[config.mk]
export PLATFORM = sky130hd
export DESIGN_NAME = pal_cfg_loader
export DESIGN_NICKNAME = d
export VERILOG_FILES = /design/src/rtl/pal_cfg_pkg.sv /design/src/rtl/pal_cfg_piso.sv /design/src/rtl/pal_cfg_loader.sv
export SDC_FILE = /design/constraint.sdc
export NUM_CORES = 1
export LEC_CHECK = 0
export ABC_AREA = 1
export ABC_CLOCK_PERIOD_IN_PS = 3200
export CAP_MARGIN = 10
export CORE_ASPECT_RATIO = 1.1
export CORE_MARGIN = 2
export CORE_UTILIZATION = 58
export DETAILED_ROUTE_END_ITERATION = 12
export PLACE_DENSITY_LB_ADDON = 0.05
export SYNTH_ARGS = -nofsm -noshare
export SYNTH_HDL_FRONTEND = slang
export SYNTH_SLANG_ARGS = --single-unit
[constraint.sdc]
create_clock -name CLK -period 3.2 [get_ports CLK]
set_clock_uncertainty 0.15 [all_clocks]
set_input_delay 0.64 -clock CLK [delete_from_list [all_inputs] [get_ports CLK]]
set_output_delay 0.64 -clock CLK [all_outputs]
set_load 0.05 [all_outputs]
[src/rtl/pal_cfg_pkg.sv]
// -----------------------------------------------------------------------------
// pal_cfg_pkg
// Shared definitions for the PAL configuration loader. The chain-length
// helpers live here so that the PAL top and the loader always agree on how
// many crosspoint bits exist for a given N/M/P.
//   cfg_state_e : loader sequencing states
//   sr_len()    : configuration chain length for N inputs, M outputs, P terms
//   nwords()    : host words needed to cover a chain of the given length
// -----------------------------------------------------------------------------
package pal_cfg_pkg;

    typedef enum logic [1:0] {
        IDLE,
        LOAD,
        SHIFT,
        DONE
    } cfg_state_e;

    // AND plane holds true and complement literals (2*N per term),
    // OR plane holds one crosspoint per term per output.
    function automatic int sr_len(input int n, input int m, input int p);
        return 2 * n * p + p * m;
    endfunction

    function automatic int nwords(input int srLen, input int w);
        return (srLen + w - 1) / w;
    endfunction

endpackage

[src/rtl/pal_cfg_piso.sv]
// -----------------------------------------------------------------------------
// pal_cfg_piso
// W-bit parallel-load, MSB-first shift buffer feeding the configuration chain.
//   clk_i   : clock, rising edge
//   rst_ni  : asynchronous active-low reset, clears the buffer
//   clear_i : synchronous clear, highest priority
//   load_i  : capture data_i
//   shift_i : shift left by one, zero fill
//   data_i  : parallel word
//   sdata_o : buffer MSB (the bit currently presented to the chain)
// -----------------------------------------------------------------------------
module pal_cfg_piso #(
    parameter int W = 8
) (
    input  logic         clk_i,
    input  logic         rst_ni,
    input  logic         clear_i,
    input  logic         load_i,
    input  logic         shift_i,
    input  logic [W-1:0] data_i,
    output logic         sdata_o
);

    logic [W-1:0] buf_q;
    logic [W-1:0] buf_d;

    // Clear wins so the serial output is forced low whenever the loader is
    // not shifting, which keeps the serial bit a plain flop output.
    always_comb begin
        buf_d = buf_q;
        if (clear_i) begin
            buf_d = '0;
        end else if (load_i) begin
            buf_d = data_i;
        end else if (shift_i) begin
            buf_d = buf_q << 1;
        end
    end

    // Buffer register.
    always_ff @(posedge clk_i or negedge rst_ni) begin
        if (!rst_ni) begin
            buf_q <= '0;
        end else begin
            buf_q <= buf_d;
        end
    end

    assign sdata_o = buf_q[W-1];

endmodule

[src/rtl/pal_cfg_loader.sv]
// -----------------------------------------------------------------------------
// pal_cfg_loader
// Accepts configuration words from a host over valid/ready and serialises
// them MSB-first into the PAL configuration shift chain, stopping exactly at
// SR_LEN bits. Keeps a running XOR of accepted words for host readback.
//   CLK        : clock, rising edge
//   RES_N      : asynchronous active-low reset
//   START      : single-cycle request to begin a load (ignored while busy)
//   ABORT      : cancel a load in progress; beats START and the handshake
//   DIN        : host configuration word
//   DIN_VALID  : DIN is valid
//   DIN_READY  : loader accepts DIN this cycle
//   CFG_DATA   : serial bit to the chain input, 0 when not shifting
//   CFG_SHIFT  : chain shift enable
//   BUSY       : load in progress
//   CFG_LOADED : the full chain has been written
//   CHECKSUM   : XOR of words accepted in the current or last load
// -----------------------------------------------------------------------------
module pal_cfg_loader
    import pal_cfg_pkg::*;
#(
    parameter  int N      = 8,
    parameter  int M      = 8,
    parameter  int P      = 8,
    parameter  int W      = 8,
    localparam int SR_LEN = sr_len(N, M, P),
    localparam int NWORDS = nwords(SR_LEN, W)
) (
    input  logic         CLK,
    input  logic         RES_N,
    input  logic         START,
    input  logic         ABORT,
    input  logic [W-1:0] DIN,
    input  logic         DIN_VALID,
    output logic         DIN_READY,
    output logic         CFG_DATA,
    output logic         CFG_SHIFT,
    output logic         BUSY,
    output logic         CFG_LOADED,
    output logic [W-1:0] CHECKSUM
);

    localparam int CW        = $clog2(SR_LEN + 1);
    localparam int WCW       = $clog2(W + 1);
    localparam int LAST_BITS = SR_LEN - (NWORDS - 1) * W;

    cfg_state_e     state_q, state_d;
    logic           busy_q, busy_d;
    logic           loaded_q, loaded_d;
    logic           ready_q;
    logic           shift_q;
    logic [W-1:0]   chk_q, chk_d;
    logic [CW-1:0]  bitCnt_q, bitCnt_d;
    logic [WCW-1:0] wordBit_q, wordBit_d;
    logic           accept;
    logic           lastWord;
    logic [WCW-1:0] lastIdx;

    // The final word may be short; once the bit counter has passed all full
    // words, only the remaining LAST_BITS are shifted.
    assign lastWord = (bitCnt_q >= CW'((NWORDS - 1) * W));
    assign lastIdx  = lastWord ? WCW'(LAST_BITS - 1) : WCW'(W - 1);

    // Next-state and next-output logic.
    always_comb begin
        state_d   = state_q;
        busy_d    = busy_q;
        loaded_d  = loaded_q;
        chk_d     = chk_q;
        bitCnt_d  = bitCnt_q;
        wordBit_d = wordBit_q;
        accept    = 1'b0;

        case (state_q)
            IDLE: begin
                if (START && !ABORT) begin
                    state_d  = LOAD;
                    busy_d   = 1'b1;
                    loaded_d = 1'b0;
                    chk_d    = '0;
                    bitCnt_d = '0;
                end
            end
            LOAD: begin
                if (DIN_VALID && ready_q) begin
                    accept    = 1'b1;
                    chk_d     = chk_q ^ DIN;
                    wordBit_d = '0;
                    state_d   = SHIFT;
                end
            end
            SHIFT: begin
                bitCnt_d  = bitCnt_q + 1'b1;
                wordBit_d = wordBit_q + 1'b1;
                if (wordBit_q == lastIdx) begin
                    state_d = (bitCnt_q == CW'(SR_LEN - 1)) ? DONE : LOAD;
                end
            end
            DONE: begin
                state_d  = IDLE;
                busy_d   = 1'b0;
                loaded_d = 1'b1;
            end
            default: begin
                state_d = IDLE;
            end
        endcase

        // Abort overrides everything above, including a same-cycle handshake.
        if (ABORT && (state_q != IDLE)) begin
            state_d   = IDLE;
            busy_d    = 1'b0;
            loaded_d  = 1'b0;
            chk_d     = chk_q;
            bitCnt_d  = bitCnt_q;
            wordBit_d = wordBit_q;
            accept    = 1'b0;
        end
    end

    // State, counters and registered outputs. Ready and shift enable are
    // decoded from the next state so they line up with the state register.
    always_ff @(posedge CLK or negedge RES_N) begin
        if (!RES_N) begin
            state_q   <= IDLE;
            busy_q    <= 1'b0;
            loaded_q  <= 1'b0;
            ready_q   <= 1'b0;
            shift_q   <= 1'b0;
            chk_q     <= '0;
            bitCnt_q  <= '0;
            wordBit_q <= '0;
        end else begin
            state_q   <= state_d;
            busy_q    <= busy_d;
            loaded_q  <= loaded_d;
            ready_q   <= (state_d == LOAD);
            shift_q   <= (state_d == SHIFT);
            chk_q     <= chk_d;
            bitCnt_q  <= bitCnt_d;
            wordBit_q <= wordBit_d;
        end
    end

    pal_cfg_piso #(
        .W(W)
    ) u_piso (
        .clk_i   (CLK),
        .rst_ni  (RES_N),
        .clear_i (state_d != SHIFT),
        .load_i  (accept),
        .shift_i (state_q == SHIFT),
        .data_i  (DIN),
        .sdata_o (CFG_DATA)
    );

    assign DIN_READY  = ready_q;
    assign CFG_SHIFT  = shift_q;
    assign BUSY       = busy_q;
    assign CFG_LOADED = loaded_q;
    assign CHECKSUM   = chk_q;

endmodule

==> Word level (Yosys, flattened, before mapping) <==
Cells that the tools add are included.
{ "totals": {"word_cells": 63, "out_inout_bits": 13, "inputBits": 13, "ff_bits": 34} }
{ "classes": {"n_reduce_logical": 15, "n_addsub": 2, "mux": 24, "eq_ne": 11, "bitwise": 2} }
{ "op_table": {"columns": ["cell", "count"], "rows": [
  ["2-to-1 mux 8 bit", 5],
  ["case mux 8 bit (2 select lines)", 2],
  ["2-to-1 mux 2 bit", 5],
  ["adder 8 x 1 -> 8 bit, second input constant", 1],
  ["equality test 8 bit, second input constant", 1],
  ["case mux 2 bit (4 select lines)", 1],
  ["case mux 4 bit (2 select lines)", 1],
  ["nonzero test 2 bit", 4],
  ["XOR 8 bit", 1],
  ["2-to-1 mux 1 bit", 7],
  ["equality test 2 bit, second input constant", 3],
  ["!= test 2 bit, second input constant", 3],
  ["AND reduction 3 bit", 2],
  ["nonzero test 3 bit", 2],
  ["adder 4 x 1 -> 4 bit, second input constant", 1],
  ["equality test 2 x 1 -> 1 bit, second input constant", 2],
  ["equality test 4 x 3 -> 1 bit, second input constant", 1],
  ["2-to-1 mux 4 bit", 1],
  ["case mux 1 bit (2 select lines)", 2],
  ["AND reduction 4 bit", 1],
  ["logical AND 1 bit", 3],
  ["!= test 3 bit, second input constant", 1],
  ["logical NOT 2 bit", 1],
  ["AND reduction 2 bit", 1],
  ["other kinds (2)", 2]
]} }

==> Depth between registers and ports, before layout <==
Gate-level depths: netlist (run 1).
{ "depth": {"word_depth": 7, "depth_mapped": 12, "mapped_depth_nobuf": 12} }

==> Hierarchy <==
A second synthesis (run 1) with hierarchy kept.
{ "hier_totals": {"hier_cells": 242, "hier_area_um2": 1910.6} }
{ "modules_own_cells": {"columns": ["module", "area_each_um2", "n_inst", "seq_area_each_um2", "cells_each"], "rows": [
  ["pal_cfg_loader", 1430.1, 1, 650.6, 174],
  ["pal_cfg_piso", 480.5, 1, 200.2, 68]
]} }

==> Worst setup path before layout (run 1) <==
Ideal clock, no wire load.
{ "synth_path": {"path_type": "reg2reg", "startpoint": "register ready_q, in the netlist DIN_READY", "endpoint": "register chk_q[4], in the netlist CHECKSUM[4]", "t_arrival_ns": 1.527, "synth_period_minus_slack_ns": 1.772, "setup_time_ns": 0.095, "path_buffers": 1, "path_slack_ns": 1.428, "path_stages_with_launch": 6, "required_ns": 2.955, "path_cell_list": "dfrtp_1 > nand2_1 > nand2_1 > o2111ai_2 > buf_6 > o31ai_1"} }
{ "synth_via": {"elab_chain_len": 3} }
{ "synth_rtl": {"columns": ["element", "line", "source"], "rows": [
  ["from (decl)", "pal_cfg_loader.sv:50", "logic ready_q;"],
  ["from (signal assigned)", "pal_cfg_loader.sv:137", "ready_q <= (state_d == LOAD);"],
  ["logical AND 1 bit", "pal_cfg_loader.sv:85", "if (DIN_VALID && ready_q) begin"],
  ["!= test 2 bit (no source line)", null, null],
  ["AND reduction 4 bit (no source line)", null, null],
  ["to (signal assigned)", "pal_cfg_loader.sv:139", "chk_q <= chk_d;"],
  ["to (decl)", "pal_cfg_loader.sv:52", "logic [W-1:0] chk_q, chk_d;"]
]} }
Every way passes these cells.
A chain may end at the register's enable or synchronous reset.

==> Worst setup path after layout (run 1) <==
{ "layout_path": {"startpoint": "register chk_q[7], in the netlist CHECKSUM[7]", "endpoint": "output CHECKSUM[7]"} }
{ "layout_rtl": {"columns": ["element", "line", "source"], "rows": [
  ["to (decl)", "pal_cfg_loader.sv:40", "output logic [W-1:0] CHECKSUM"]
]} }
No word-level cell between the ends.

==> results of run 1 <==
[flip-flops by register name (all words and copies together) (netlist names)]
| register | flops |
|---|---|
| BUSY | 1 |
| DIN_READY | 1 |
| CHECKSUM | 8 |
| bitCnt_q | 8 |
| wordBit_q | 4 |
| u_piso.buf_q | 8 |
| state_q | 2 |
| CFG_LOADED | 1 |
| CFG_SHIFT | 1 |
[cells by family after synthesis]
kind of cell / count (synthesis) / synth area share, %
adder cells (fa/ha/maj): 6 / 4.00
buffers and inverters: 36 / 8.14
AND/OR/NAND/NOR: 104 / 25.6
flip-flops: 34 / 45.4
multiplexers: 1 / 0.800
AO/OA/AOI/OAI: 38 / 11.9
XOR/XNOR: 9 / 4.20
[synthesized netlist by cell type, drive strengths merged]
| master | number | area [um2] |
|---|---|---|
| xor2 | 1 | 8.76 |
| nand4 | 2 | 27.5 |
| o31ai | 8 | 60.1 |
| buf | 5 | 36.3 |
| o2111ai | 2 | 23.8 |
| ha | 6 | 75.1 |
| nand2 | 56 | 233 |
| o21ai | 14 | 70.1 |
| nor3 | 4 | 20.0 |
| nor2 | 19 | 78.8 |
| nand3 | 23 | 120 |
| inv | 31 | 116 |
| mux2 | 1 | 15.0 |
| dfrtp | 34 | 851 |
| xnor2 | 8 | 70.1 |
| a21oi | 14 | 70.1 |
[layout make-up]
type	count	share of cell area [%]
multi-input cells	158	39.5
flip-flops and latches	34	38.5
repair buffers	27	12.0
inverters	31	5.27
clock buffers	7	2.49
well taps	34	1.93
clock inverters	1	0.227
[per-stage QoR]
step / total power [mW] / area [um2] / instances
6_report: 1.81 / 2210 / 292
5_1_grt: 1.96 / 2210 / 292
4_1_cts: 1.82 / 2210 / 292
3_5_place_dp: 1.58 / 2150 / 284
3_3_place_gp: 1.56 / 2150 / 284
2_1_floorplan: 1.35 / 1880 / 228
[report_power, final]
part	switching [mW]	leakage, nW	internal, mW	total (mW)
combinational	0.662	0.529	0.303	0.965
sequential	0.0786	0.463	0.526	0.604
clock	0.139	0.0353	0.106	0.246
total	0.880	1.03	0.935	1.81
[worst paths after layout]
| kind | start | endpoint | slack, ns |
|---|---|---|---|
| max | CHECKSUM[7] | CHECKSUM[7] | 0.85 |
| min | BUSY | BUSY | 0.37 |
| max in group asynchronous | RES_N | BUSY | 2.06 |
| max reg2reg | state_q[1] | CHECKSUM[7] | 1.07 |
| min in group asynchronous | RES_N | wordBit_q[2] | 0.53 |
| min reg2reg | BUSY | BUSY | 0.37 |
[routing by layer]
metal / GRT usage [%] / part of all wire, % / vias up / routed length, um
li1: - / - / 802 / -
met5: 0 / 0 / - / 0
met3: 6.16 / 3.4 / 6 / 124
met2: 35.5 / 47 / 21 / 1720
met4: 7.85 / 1.9 / 0 / 68
met1: 30.1 / 47 / 698 / 1720
==> results.sh, run 1 <==
export IMPL_path_cells="clkdlybuf4s50_1"
export IMPL_syn2layout_area_growth_pct=17.7
export IMPL_cts_clk_slew_worst_paths_ns=0.10
export IMPL_initialDrtViolationCount=69
export IMPL_die_y_um=63.6
export IMPL_cts_setup_buffers=0
export IMPL_initial_core_util_pct=61.0
export IMPL_cts_buffer_depth=2
export IMPL_cts_resized=0
export IMPL_final_util_pct=71.8
export IMPL_setup_viol=0
export IMPL_cts_hold_buffers=0
export IMPL_max_stage_delay_ns=0.82
export IMPL_drtPass1Iterations=4
export IMPL_core_mm2=0.00307
export IMPL_layout_commonest_cell="nand2_1"
export IMPL_grt_max_degree=35
export IMPL_slew_headroom_pct=54.7
export IMPL_clkLatencyLatePin_ns=0.34
export IMPL_critPathMaxFanout=3
export IMPL_ir_worst_vdd_v=0.000811
export IMPL_grt_pass1_wl_um=6420
export IMPL_tightest_slew_ns=0.679
export IMPL_cts_tree="done"
export IMPL_hold_ws_ns=0.366
export IMPL_hold_violations=0
export IMPL_crit_cells=1
export IMPL_synth_seq_cells=34
export IMPL_status="finished, final reports clean"
export IMPL_die_w_um=58.2
export IMPL_crit_required_ns=2.41
export IMPL_rsz0062_at_grt="false"
export IMPL_reg2reg_depth=6
export IMPL_cp_top_family="buffers and inverters"
export IMPL_synth_area_mm2=0.00188
export IMPL_critPathBufInv=1
export IMPL_syn_mean_instance_area_um2=8.23
export IMPL_portBuffers=25
export IMPL_end_kind="output pin"
export IMPL_h_tree_depth=2
export IMPL_yosysUniqueCellTypes=26
export IMPL_globalRouteOverflowTotal=0
export IMPL_mostFrequentLayoutCells="nand2_1 (51), dfrtp_1 (34), inv_1 (28)"
export IMPL_worstPathArrival_ns=1.56
export IMPL_io_pins=26
export IMPL_min_path_type="reg -> reg"
export IMPL_power_per_cell_area_mw_per_mm2=822
export IMPL_cpMaxStageDelayCell="clkdlybuf4s50_1"
export IMPL_clockRootBuffer="clkbuf_4"
export IMPL_setup_tns_ns=0
export IMPL_fin_nets=276
export IMPL_period_share_pct=73.6
export IMPL_synth_cells=228
export IMPL_drive_gt1_share_pct=8.53
export IMPL_wl_um=3630
export IMPL_post_place_ws_ns=0.712
export IMPL_period_needed_ns=2.35
export IMPL_hpwl_um=2690
export IMPL_synth_warnings=0
export IMPL_wire_per_inst_um=12.4
export IMPL_syn_nets=247
export IMPL_maxSlewViolCount=0
export IMPL_cts_sinks=34
export IMPL_grtUsageTotal_pct=22.7
export IMPL_rows=21
export IMPL_remaining_drc_errors=0
export IMPL_dieArea_mm2=0.00371
export IMPL_grt_antenna_before_repair=0
export IMPL_numCtsBuffers=5
export IMPL_num_fill_cells=250
export IMPL_cp_start_kind="flop"
export IMPL_regArea_um2=851
export IMPL_multiInputGateArea_um2=872
export IMPL_p_leak_nw=1.03
export IMPL_vias=1527
export IMPL_antenna_cells=0
export IMPL_grt_pass1_vias=1458
export IMPL_drv_cap=0
export IMPL_routed_via_density=5.23
export IMPL_crit_type="reg -> out"
export IMPL_ys_seq_area_share_pct=45.4
export IMPL_fin_ws_ns=0.846
export IMPL_ant_nets=0
export IMPL_clock_fmax_mhz=425
export IMPL_hold_depth=2
export IMPL_gp_congestion=0.748
Power figures use the tool's default switching activity.
==> inputs of run 2 (changes only) <==
--- a/config.mk
+++ b/config.mk
@@ -6,11 +6,11 @@
 export NUM_CORES = 1
 export LEC_CHECK = 0
 export ABC_AREA = 1
-export ABC_CLOCK_PERIOD_IN_PS = 3200
+export ABC_CLOCK_PERIOD_IN_PS = 2000
 export CAP_MARGIN = 10
 export CORE_ASPECT_RATIO = 1.1
 export CORE_MARGIN = 2
-export CORE_UTILIZATION = 58
+export CORE_UTILIZATION = 49
 export DETAILED_ROUTE_END_ITERATION = 12
 export PLACE_DENSITY_LB_ADDON = 0.05
 export SYNTH_ARGS = -nofsm -noshare
==> constraint.sdc (replaced) <==
create_clock -name CLK -period 2 [get_ports CLK]
set_clock_uncertainty 0.15 [all_clocks]
set_input_delay 0.4 -clock CLK [delete_from_list [all_inputs] [get_ports CLK]]
set_output_delay 0.4 -clock CLK [all_outputs]
set_load 0.05 [all_outputs]
==> results.sh, run 2 (synthesis gave the netlist of run 1 again) <==
export IMPL_slew_headroom_pct=71.2
export IMPL_grtUsageTotal_pct=19.7
export IMPL_max_stage_delay_ns=0.37
export IMPL_grt_antenna_before_repair=0
export IMPL_period_share_pct=90.2
export IMPL_die_w_um=63.0
export IMPL_fin_nets=289
export IMPL_cts_tree="done"
export IMPL_rsz0062_at_grt="false"
export IMPL_h_tree_depth=2
export IMPL_wl_um=3760
export IMPL_cts_hold_buffers=0
export IMPL_clock_fmax_mhz=554
export IMPL_clkLatencyLatePin_ns=0.29
export IMPL_clockRootBuffer="clkbuf_8"
export IMPL_path_cells="inv_1 > ha_4 > inv_2 > nand2_4 > inv_1 > nor2_1 > nand2_1 > inv_2 > nand2_2 > o21ai_1 > nand2_1 > nor2_1"
export IMPL_gp_congestion=0.785
export IMPL_drv_cap=0
export IMPL_worstPathArrival_ns=1.88
export IMPL_antenna_cells=0
export IMPL_numCtsBuffers=5
export IMPL_power_per_cell_area_mw_per_mm2=1380
export IMPL_portBuffers=25
export IMPL_maxSlewViolCount=0
export IMPL_cts_sinks=34
export IMPL_cts_setup_buffers=0
export IMPL_initial_core_util_pct=51.3
export IMPL_globalRouteOverflowTotal=0
export IMPL_hpwl_um=2850
export IMPL_initialDrtViolationCount=67
export IMPL_cp_start_kind="flop"
export IMPL_io_pins=26
export IMPL_hold_violations=0
export IMPL_routed_via_density=4.85
export IMPL_crit_type="reg -> reg"
export IMPL_remaining_drc_errors=0
export IMPL_critPathMaxFanout=7
export IMPL_grt_max_degree=35
export IMPL_setup_viol=0
export IMPL_setup_tns_ns=0
export IMPL_grt_pass1_vias=1491
export IMPL_cts_clk_slew_worst_paths_ns=0.07
export IMPL_ant_nets=0
export IMPL_cts_buffer_depth=2
export IMPL_post_place_ws_ns=-0.0617
export IMPL_dieArea_mm2=0.00434
export IMPL_drive_gt1_share_pct=18.1
export IMPL_layout_commonest_cell="nand2_1"
export IMPL_crit_required_ns=2.08
export IMPL_critPathBufInv=4
export IMPL_syn2layout_area_growth_pct=25.2
export IMPL_tightest_slew_ns=0.433
export IMPL_mostFrequentLayoutCells="nand2_1 (51), dfrtp_1 (34), inv_1 (28)"
export IMPL_period_needed_ns=1.80
export IMPL_rows=23
export IMPL_min_path_type="reg -> reg"
export IMPL_p_leak_nw=1.13
export IMPL_status="finished, final reports clean"
export IMPL_drtPass1Iterations=4
export IMPL_fin_ws_ns=0.196
export IMPL_die_y_um=68.9
export IMPL_vias=1556
export IMPL_cp_top_family="simple AND/OR/NAND/NOR gates"
export IMPL_wire_per_inst_um=11.7
export IMPL_core_mm2=0.00365
export IMPL_ir_worst_vdd_v=0.000895
export IMPL_grt_pass1_wl_um=6560
export IMPL_end_kind="flop"
export IMPL_cpMaxStageDelayCell="dfrtp_1"
## run 2: cell types whose count changed in the layout (fill, tap and decap cells not counted)
cell | before | now
ha_4 | 0 | 1
clkbuf_4 | 5 | 0
clkdlybuf4s50_1 | 25 | 12
clkbuf_8 | 1 | 6
buf_12 | 0 | 1
buf_4 | 2 | 27
ha_1 | 6 | 5
## run 2: routing by layer
layer | share of wire, % | routed length (um) | up-vias | global-route usage, %
li1 | - | - | 828 | -
met1 | 46 | 1730 | 697 | 23.6
met2 | 49 | 1850 | 23 | 35.4
met3 | 3.4 | 126 | 8 | 4.87
met4 | 1.2 | 44 | 0 | 6.67
met5 | 0 | 0 | - | 0
## run 2: per-stage QoR
step           total power [mW]  hold WS [ns]  instances  util (%)  area (um2)
2_1_floorplan              2.15       -0.0456        228         -        1880
3_3_place_gp               2.70         0.353        313      61.4        2240
3_5_place_dp               2.73         0.347        313      61.4        2240
4_1_cts                    3.26         0.363        321      63.9        2340
5_1_grt                    3.51         0.402        321      64.3        2350
6_report                   3.25         0.359        321      64.3        2350
## run 2: area by class of cell
class,instances,area (um2)
clock inverters,1,5.00
well taps,50,62.6
repair buffers,40,343
fillers,329,1310
inverters,31,116
flip-flops and latches,34,851
multi-input cells,158,885
clock buffers,7,86.3
## run 2: power by group
group	internal, mW	switching, mW
sequential	0.842	0.107
combinational	0.656	1.12
clock	0.278	0.247
## run 2: timing repair
| action | CTS | global route |
|---|---|---|
| setup endpoints to repair | 0 | 3 |
| endpoints found under the hold margin | 0 | 0 |
| gates resized for setup | 0 | 2 |
## run 2: final timing paths
path / startpoint / to / slack, ns / depth (start not counted)
hold / removal: BUSY / BUSY / 0.36 / 2
hold reg to reg: BUSY / BUSY / 0.36 / 2
setup / recovery: state_q[1] / bitCnt_q[5] / 0.20 / 12
max in group asynchronous: RES_N / CHECKSUM[5] / 1.02 / 2
min in group asynchronous: RES_N / bitCnt_q[0] / 0.37 / 2
setup reg to reg: state_q[1] / bitCnt_q[5] / 0.20 / 12
## run 2: tightest hold or removal path, delay by kind of cell (launching register included)
kind                   cells  cell delay [ns]
buffers and inverters      1             0.05
AO/OA/AOI/OAI              1             0.08
flip-flops                 1             0.35
==> inputs of run 3 (changes only) <==
--- a/config.mk
+++ b/config.mk
@@ -11,6 +11,7 @@
 export CORE_ASPECT_RATIO = 1.1
 export CORE_MARGIN = 2
 export CORE_UTILIZATION = 49
+export CTS_CLUSTER_DIAMETER = 50
 export DETAILED_ROUTE_END_ITERATION = 12
 export PLACE_DENSITY_LB_ADDON = 0.05
 export SYNTH_ARGS = -nofsm -noshare
==> results of run 3 <==
Final layout, timing and power as in run 2 (identical DEF).
==> RTL edit 1: new RTL, config.mk and constraints of run 3 <==
Encoding of `cfg_state_e`: now Gray code (2 bits for 4 states).
--- a/src/rtl/pal_cfg_pkg.sv
+++ b/src/rtl/pal_cfg_pkg.sv
@@ -10,10 +10,10 @@
 package pal_cfg_pkg;
 
     typedef enum logic [1:0] {
-        IDLE,
-        LOAD,
-        SHIFT,
-        DONE
+        IDLE  = 2'b00,
+        LOAD  = 2'b01,
+        SHIFT = 2'b11,
+        DONE  = 2'b10
     } cfg_state_e;
 
     // AND plane holds true and complement literals (2*N per term),
Behaviour: same outputs for any inputs over 10 cycles, from zero or initial values; not proved beyond that.
==> RTL edit 1 against run 3 <==
- first-iteration DRC count shrank 7.5%
- largest power group unchanged
- routed wire length shrank 3.5%
- highest routed layer unchanged
- synthesized area shrank 0.60%
- power grew 5.5%
- design area grew 0.43%
- critical endpoint is now bitCnt_q[3]$_DFFE_PN0P_
- sequential cell count is the same
- synthesized cell count shrank 0.88%
- setup slack lost 0.031 ns
- hold slack gained 0.0084 ns
==> RTL edit 1: results (changes against run 3) <==
Run status
The flow ran to the end, and the final reports show no timing, DRC or antenna violations.

Placement
The number of placed cells counting well taps is 315 (+0.64%). The detailed placement HPWL is 2731 um (-4.1%). The worst slack at placement is -0.03293 ns (+0.02876 ns). The number of port buffers is 25 (unchanged). The final weighted congestion of routability-driven global placement is 0.7795 (-0.66%). The instance area at placement is 0.002261 mm^2 (+0.72%).

Global routing
The met3 usage in global routing is 5.519% (+0.65 points). The global-route track usage on met1 is 26.17% (+2.6 points). The overall global routing resource usage is 19.51% (-0.24 points). The met2 track demand over resource is 29.17% (-6.2 points). The via count of the first global-routing pass is 1,396 (-6.4%). The global-route wire length before repair is 6265 um (-4.5%).

Logic synthesis
Yosys attributes the largest share of cell area to dfrtp_1, nand2_1, inv_1, nor2_1, xnor2_1. After synthesis, the most frequently instantiated cells are nand2_1, dfrtp_1, inv_1, nor2_1. The total of warnings raised by yosys is 0 (unchanged).

The cell count after synthesis is 226 (-0.88%). The synthesized net count is 245 (-0.81%). The sequential element share of the synthesized area came to 45.64% (+0.27 points).

The post-synthesis cell type count is 29 (+12%). The fraction of synthesis flops using an asynchronous set or reset pin is 100.0% (unchanged).

Detailed routing
The number of design-rule violations left by the first detailed-router iteration is 62 (-7.5%). The length of routed met2 wiring is 1586 um (-14%). The routed length per placed instance is 11.19 um (-4.4%).

The total via count in the routed design is 1,535 (-1.3%). The met3 layer wire length in the routed design is 109 um (-13%). The via count normalized by instance count is 4.738 (-2.3%). The routed metal-1 wire length is 1852 um (+7.0%).

Hold path
The min-delay analysis places its worst path in the category reg2reg.

Power and ir drop
The sequential cell power is 938 uW (-1%). The peak supply drop is 0.7833 mV (-12%). The power attributed to combinational cells is 2010 uW (+14%). The switching part of the total power came to 45.85% (+0.55 points).

The cell-internal power is 1855 uW (+4.5%). The standby leakage power is 0.001135 uW (+0.39%).

Clock network
The insertion delay to the later sink of the worst-skew pair is 0.29 ns (about the same). The count of H-tree levels built during CTS is 2 (unchanged). The cell sitting at the root of the clock tree is a clkbuf_8.

Critical path
The worst path arrival time is 1.85 ns (-0.03 ns). The longest individual stage delay on the worst path came to 0.40 ns (+0.03 ns). The largest driver fanout on the critical path came to 7 (unchanged). Broken down by cell family, the worst path's largest delay share belongs to simple AND/OR/NAND/NOR gates.

Cells and area
The net total in the final layout came to 293 (+1.4%). The fraction of layout cells with a size suffix above 1 is 18.61% (+0.53 points). The number of filler cells placed in the layout was 325 (-1.2%).

Timing
The slew at the pin with the worst max-slew slack came to 0.4431 ns (+0.01043 ns).
==> RTL edit 1: cell count changes after synthesis, sizes merged, moves of 3 or more <==
| cell | delta |
|---|---|
| a21oi | -3 |
| nor2 | +7 |
| nand3 | -10 |
| o21ai | -4 |
| inv | -5 |
| nand2 | +6 |
==> RTL edit 1: final cells by class <==
| class | instances | area (um^2) | area share (%) |
|---|---|---|---|
| multi-input combinational | 162 | 884.6 | 37.51 |
| sequential | 34 | 850.8 | 36.07 |
| timing repair buffer | 45 | 384.1 | 16.29 |
| inverter | 26 | 97.59 | 4.138 |
| clock buffer | 5 | 68.82 | 2.918 |
| tap | 50 | 62.56 | 2.653 |
| clock inverter | 2 | 10.01 | 0.4244 |
==> RTL edit 1: kinds of logic after synthesis <==
family / count (synthesis) / share of synthesized area (%)
buffers and inverters: 30 / 6.913
muxes: 2 / 1.074
adders and majority gates: 6 / 4.027
AOI/OAI and AO/OA: 33 / 10.81
xor gates and xnor gates: 10 / 4.698
and+or+nand+nor: 111 / 26.85
DFF: 34 / 45.64
==> RTL edit 1: path summary, 6_finish.rpt <==
check                      slack, ns                  endpoint                      from  depth (start not counted)
min                             0.37  wordBit_q[1]$_DFFE_PN0P_  wordBit_q[1]$_DFFE_PN0P_                          2
max reg2reg                     0.16   bitCnt_q[3]$_DFFE_PN0P_      state_q[0]$_DFF_PN0_                          9
min in group asynchronous       0.38   CHECKSUM[5]$_DFFE_PN0P_                     RES_N                          2
max                             0.16   bitCnt_q[3]$_DFFE_PN0P_      state_q[0]$_DFF_PN0_                          9
max in group asynchronous       1.01   CHECKSUM[6]$_DFFE_PN0P_                     RES_N                          2
min reg2reg                     0.37  wordBit_q[1]$_DFFE_PN0P_  wordBit_q[1]$_DFFE_PN0P_                          2
==> RTL edit 2: new RTL, config.mk and constraints of run 3 <==
Without the edit above. `W` is set to 8 in 2 places; all go to 4.
--- a/src/rtl/pal_cfg_piso.sv
+++ b/src/rtl/pal_cfg_piso.sv
@@ -10,7 +10,7 @@
 //   sdata_o : buffer MSB (the bit currently presented to the chain)
 // -----------------------------------------------------------------------------
 module pal_cfg_piso #(
-    parameter int W = 8
+    parameter int W = 4
 ) (
     input  logic         clk_i,
     input  logic         rst_ni,
--- a/src/rtl/pal_cfg_loader.sv
+++ b/src/rtl/pal_cfg_loader.sv
@@ -22,7 +22,7 @@
     parameter  int N      = 8,
     parameter  int M      = 8,
     parameter  int P      = 8,
-    parameter  int W      = 8,
+    parameter  int W      = 4,
     localparam int SR_LEN = sr_len(N, M, P),
     localparam int NWORDS = nwords(SR_LEN, W)
 ) (
Interface: changed (resized CHECKSUM and DIN); port bits go from 26 to 18. No check against the original RTL was run, so the function may have changed too.
==> RTL edit 2 against run 3 <==
- design area down 29%
- largest power group unchanged
- non-clock buffer count down 20
- power down 42%
- synthesized area down 23%
- critical path type unchanged
- sequential cell count down 9
- setup slack worse by 0.014 ns
- routed wire length down 19%
==> RTL edit 2: results (changes against run 3) <==
Logic synthesis
The post-synthesis cell type count is 23 (-12%). By area the synthesized netlist is led by dfrtp_1, nand2_1, inv_1, o21ai_0, ha_1. After synthesis, the most frequently instantiated cells are nand2_1, inv_1, dfrtp_1. The synthesized net count is 210 (-15%).

Detailed routing
The number of design-rule violations left by the first detailed-router iteration is 35 (-48%). The via count normalized by instance count is 5.116 (+5.6%).

Power and ir drop
The standby leakage power was 0.0008570 uW (-24%). The peak supply drop is 0.7680 mV (-14%).

Global routing
The via count of the first global-routing pass is 1,254 (-16%). The met3 usage in global routing came to 2.345% (-2.5 points). The overall global routing resource usage is 19.99% (+0.24 points). The global-route wire length before repair is 5292 um (-19%). The global-route track usage on met1 is 22.87% (-0.69 points). The largest net degree at the start of global routing came to 26 (-26%).

Placement
The detailed placement HPWL is 2378 um (-16%). The number of port buffers is 17 (-32%).

Clock network
The number of buffers added by the clock tree synthesis step came to 3 (-2). The clock edge transition at the registers on the reported setup and hold paths is 0.14 ns (+0.07 ns). The count of H-tree levels built during CTS was 1 (-1). The insertion delay to the later sink of the worst-skew pair is 0.31 ns (+0.02 ns).

Critical path
The largest driver fanout on the critical path is 6 (-1). The worst path arrival time is 1.93 ns (+0.05 ns).

Run status
The flow ran to the end, and the final reports show no timing, DRC or antenna violations.

Cells and area
The number of filler cells placed in the layout is 270 (-18%). The area growth from synthesis to layout is 16.00%.

Timing
The slew at the pin with the worst max-slew slack is 0.3218 ns (-0.1109 ns).
==> RTL edit 2: cell count changes after synthesis, sizes merged, moves of 2 or more <==
cell and change:
o31ai -7, o2111ai -2, or2 +5, dfrtp -9, inv +3, o21ai +10
xnor2 -7, a21oi -13, nand3 -10, buf -3
==> RTL edit 2: layout make-up <==
class / instances / area share, %
timing repair buffer: 20 / 10.14
tap: 33 / 2.461
sequential: 25 / 37.29
clock buffer: 3 / 1.342
multi-input combinational: 133 / 40.87
inverter: 34 / 7.606
clock inverter: 1 / 0.2983
==> RTL edit 2: cell families (layout without fill, tap and decap cells) <==
group,count (synthesis),count (layout),synth area share [%]
buffers and inverters,36,58,9.688
xor gates and xnor gates,2,2,1.211
and+or+nand+nor,97,97,29.93
AOI/OAI and AO/OA,27,27,9.862
DFF,25,25,43.25
adders and majority gates,7,7,6.055
==> RTL edit 2: where the power goes <==
| part | total, uW | internal (uW) | leakage [uW] | switching, uW |
|---|---|---|---|---|
| registers | 673 | 594 | 0.000340 | 78.4 |
| logic | 997 | 311 | 0.000499 | 686 |
| clock network | 226 | 74.8 | 0.0000177 | 152 |
| total | 1900 | 980 | 0.000857 | 916 |
==> RTL edit 2: worst paths after layout <==
| path | from | to | slack, ns | depth (start not counted) |
|---|---|---|---|---|
| worst max-delay path | state_q[0]$_DFF_PN0_ | u_piso.buf_q[2]$_DFFE_PN0P_ | 0.18 | 9 |
| worst min-delay path | RES_N | bitCnt_q[5]$_DFFE_PN0P_ | 0.27 | 2 |
| worst max register to register | state_q[0]$_DFF_PN0_ | u_piso.buf_q[2]$_DFFE_PN0P_ | 0.18 | 9 |
| worst min register to register | wordBit_q[1]$_DFFE_PN0P_ | wordBit_q[1]$_DFFE_PN0P_ | 0.36 | 2 |
| max in group asynchronous | RES_N | u_piso.buf_q[1]$_DFFE_PN0P_ | 1.18 | 2 |
| min in group CLK | wordBit_q[1]$_DFFE_PN0P_ | wordBit_q[1]$_DFFE_PN0P_ | 0.36 | 2 |
==> RTL edit 2: critical path, stage by stage, from the launching register on <==
cell     delay (ns)
dfrtp_1        0.45
inv_1          0.11
ha_1           0.25
inv_2          0.11
nand2_1        0.10
nand3_1        0.16
nand2_1        0.11
o21ai_0        0.16
nor2_1         0.06
nor2_1         0.10
==> RTL edit 2: routing by layer <==
layer  share of wire (%)  up-vias
li1                    -      649
met1                  45      595
met2                  51       26
met3                 2.8        4
met4                0.76        0
met5                   0        -
==> RTL edit 2: stage by stage <==
stage / std cells / worst slack (ns) / total power [uW]
2_1_floorplan: 194 / 0.4622 / 1404
3_3_place_gp: 245 / 0.07338 / 1642
3_5_place_dp: 245 / -0.02440 / 1676
4_1_cts: 249 / 0.1118 / 1906
5_1_grt: 249 / 0.02457 / 2045
6_report: 249 / 0.1813 / 1896
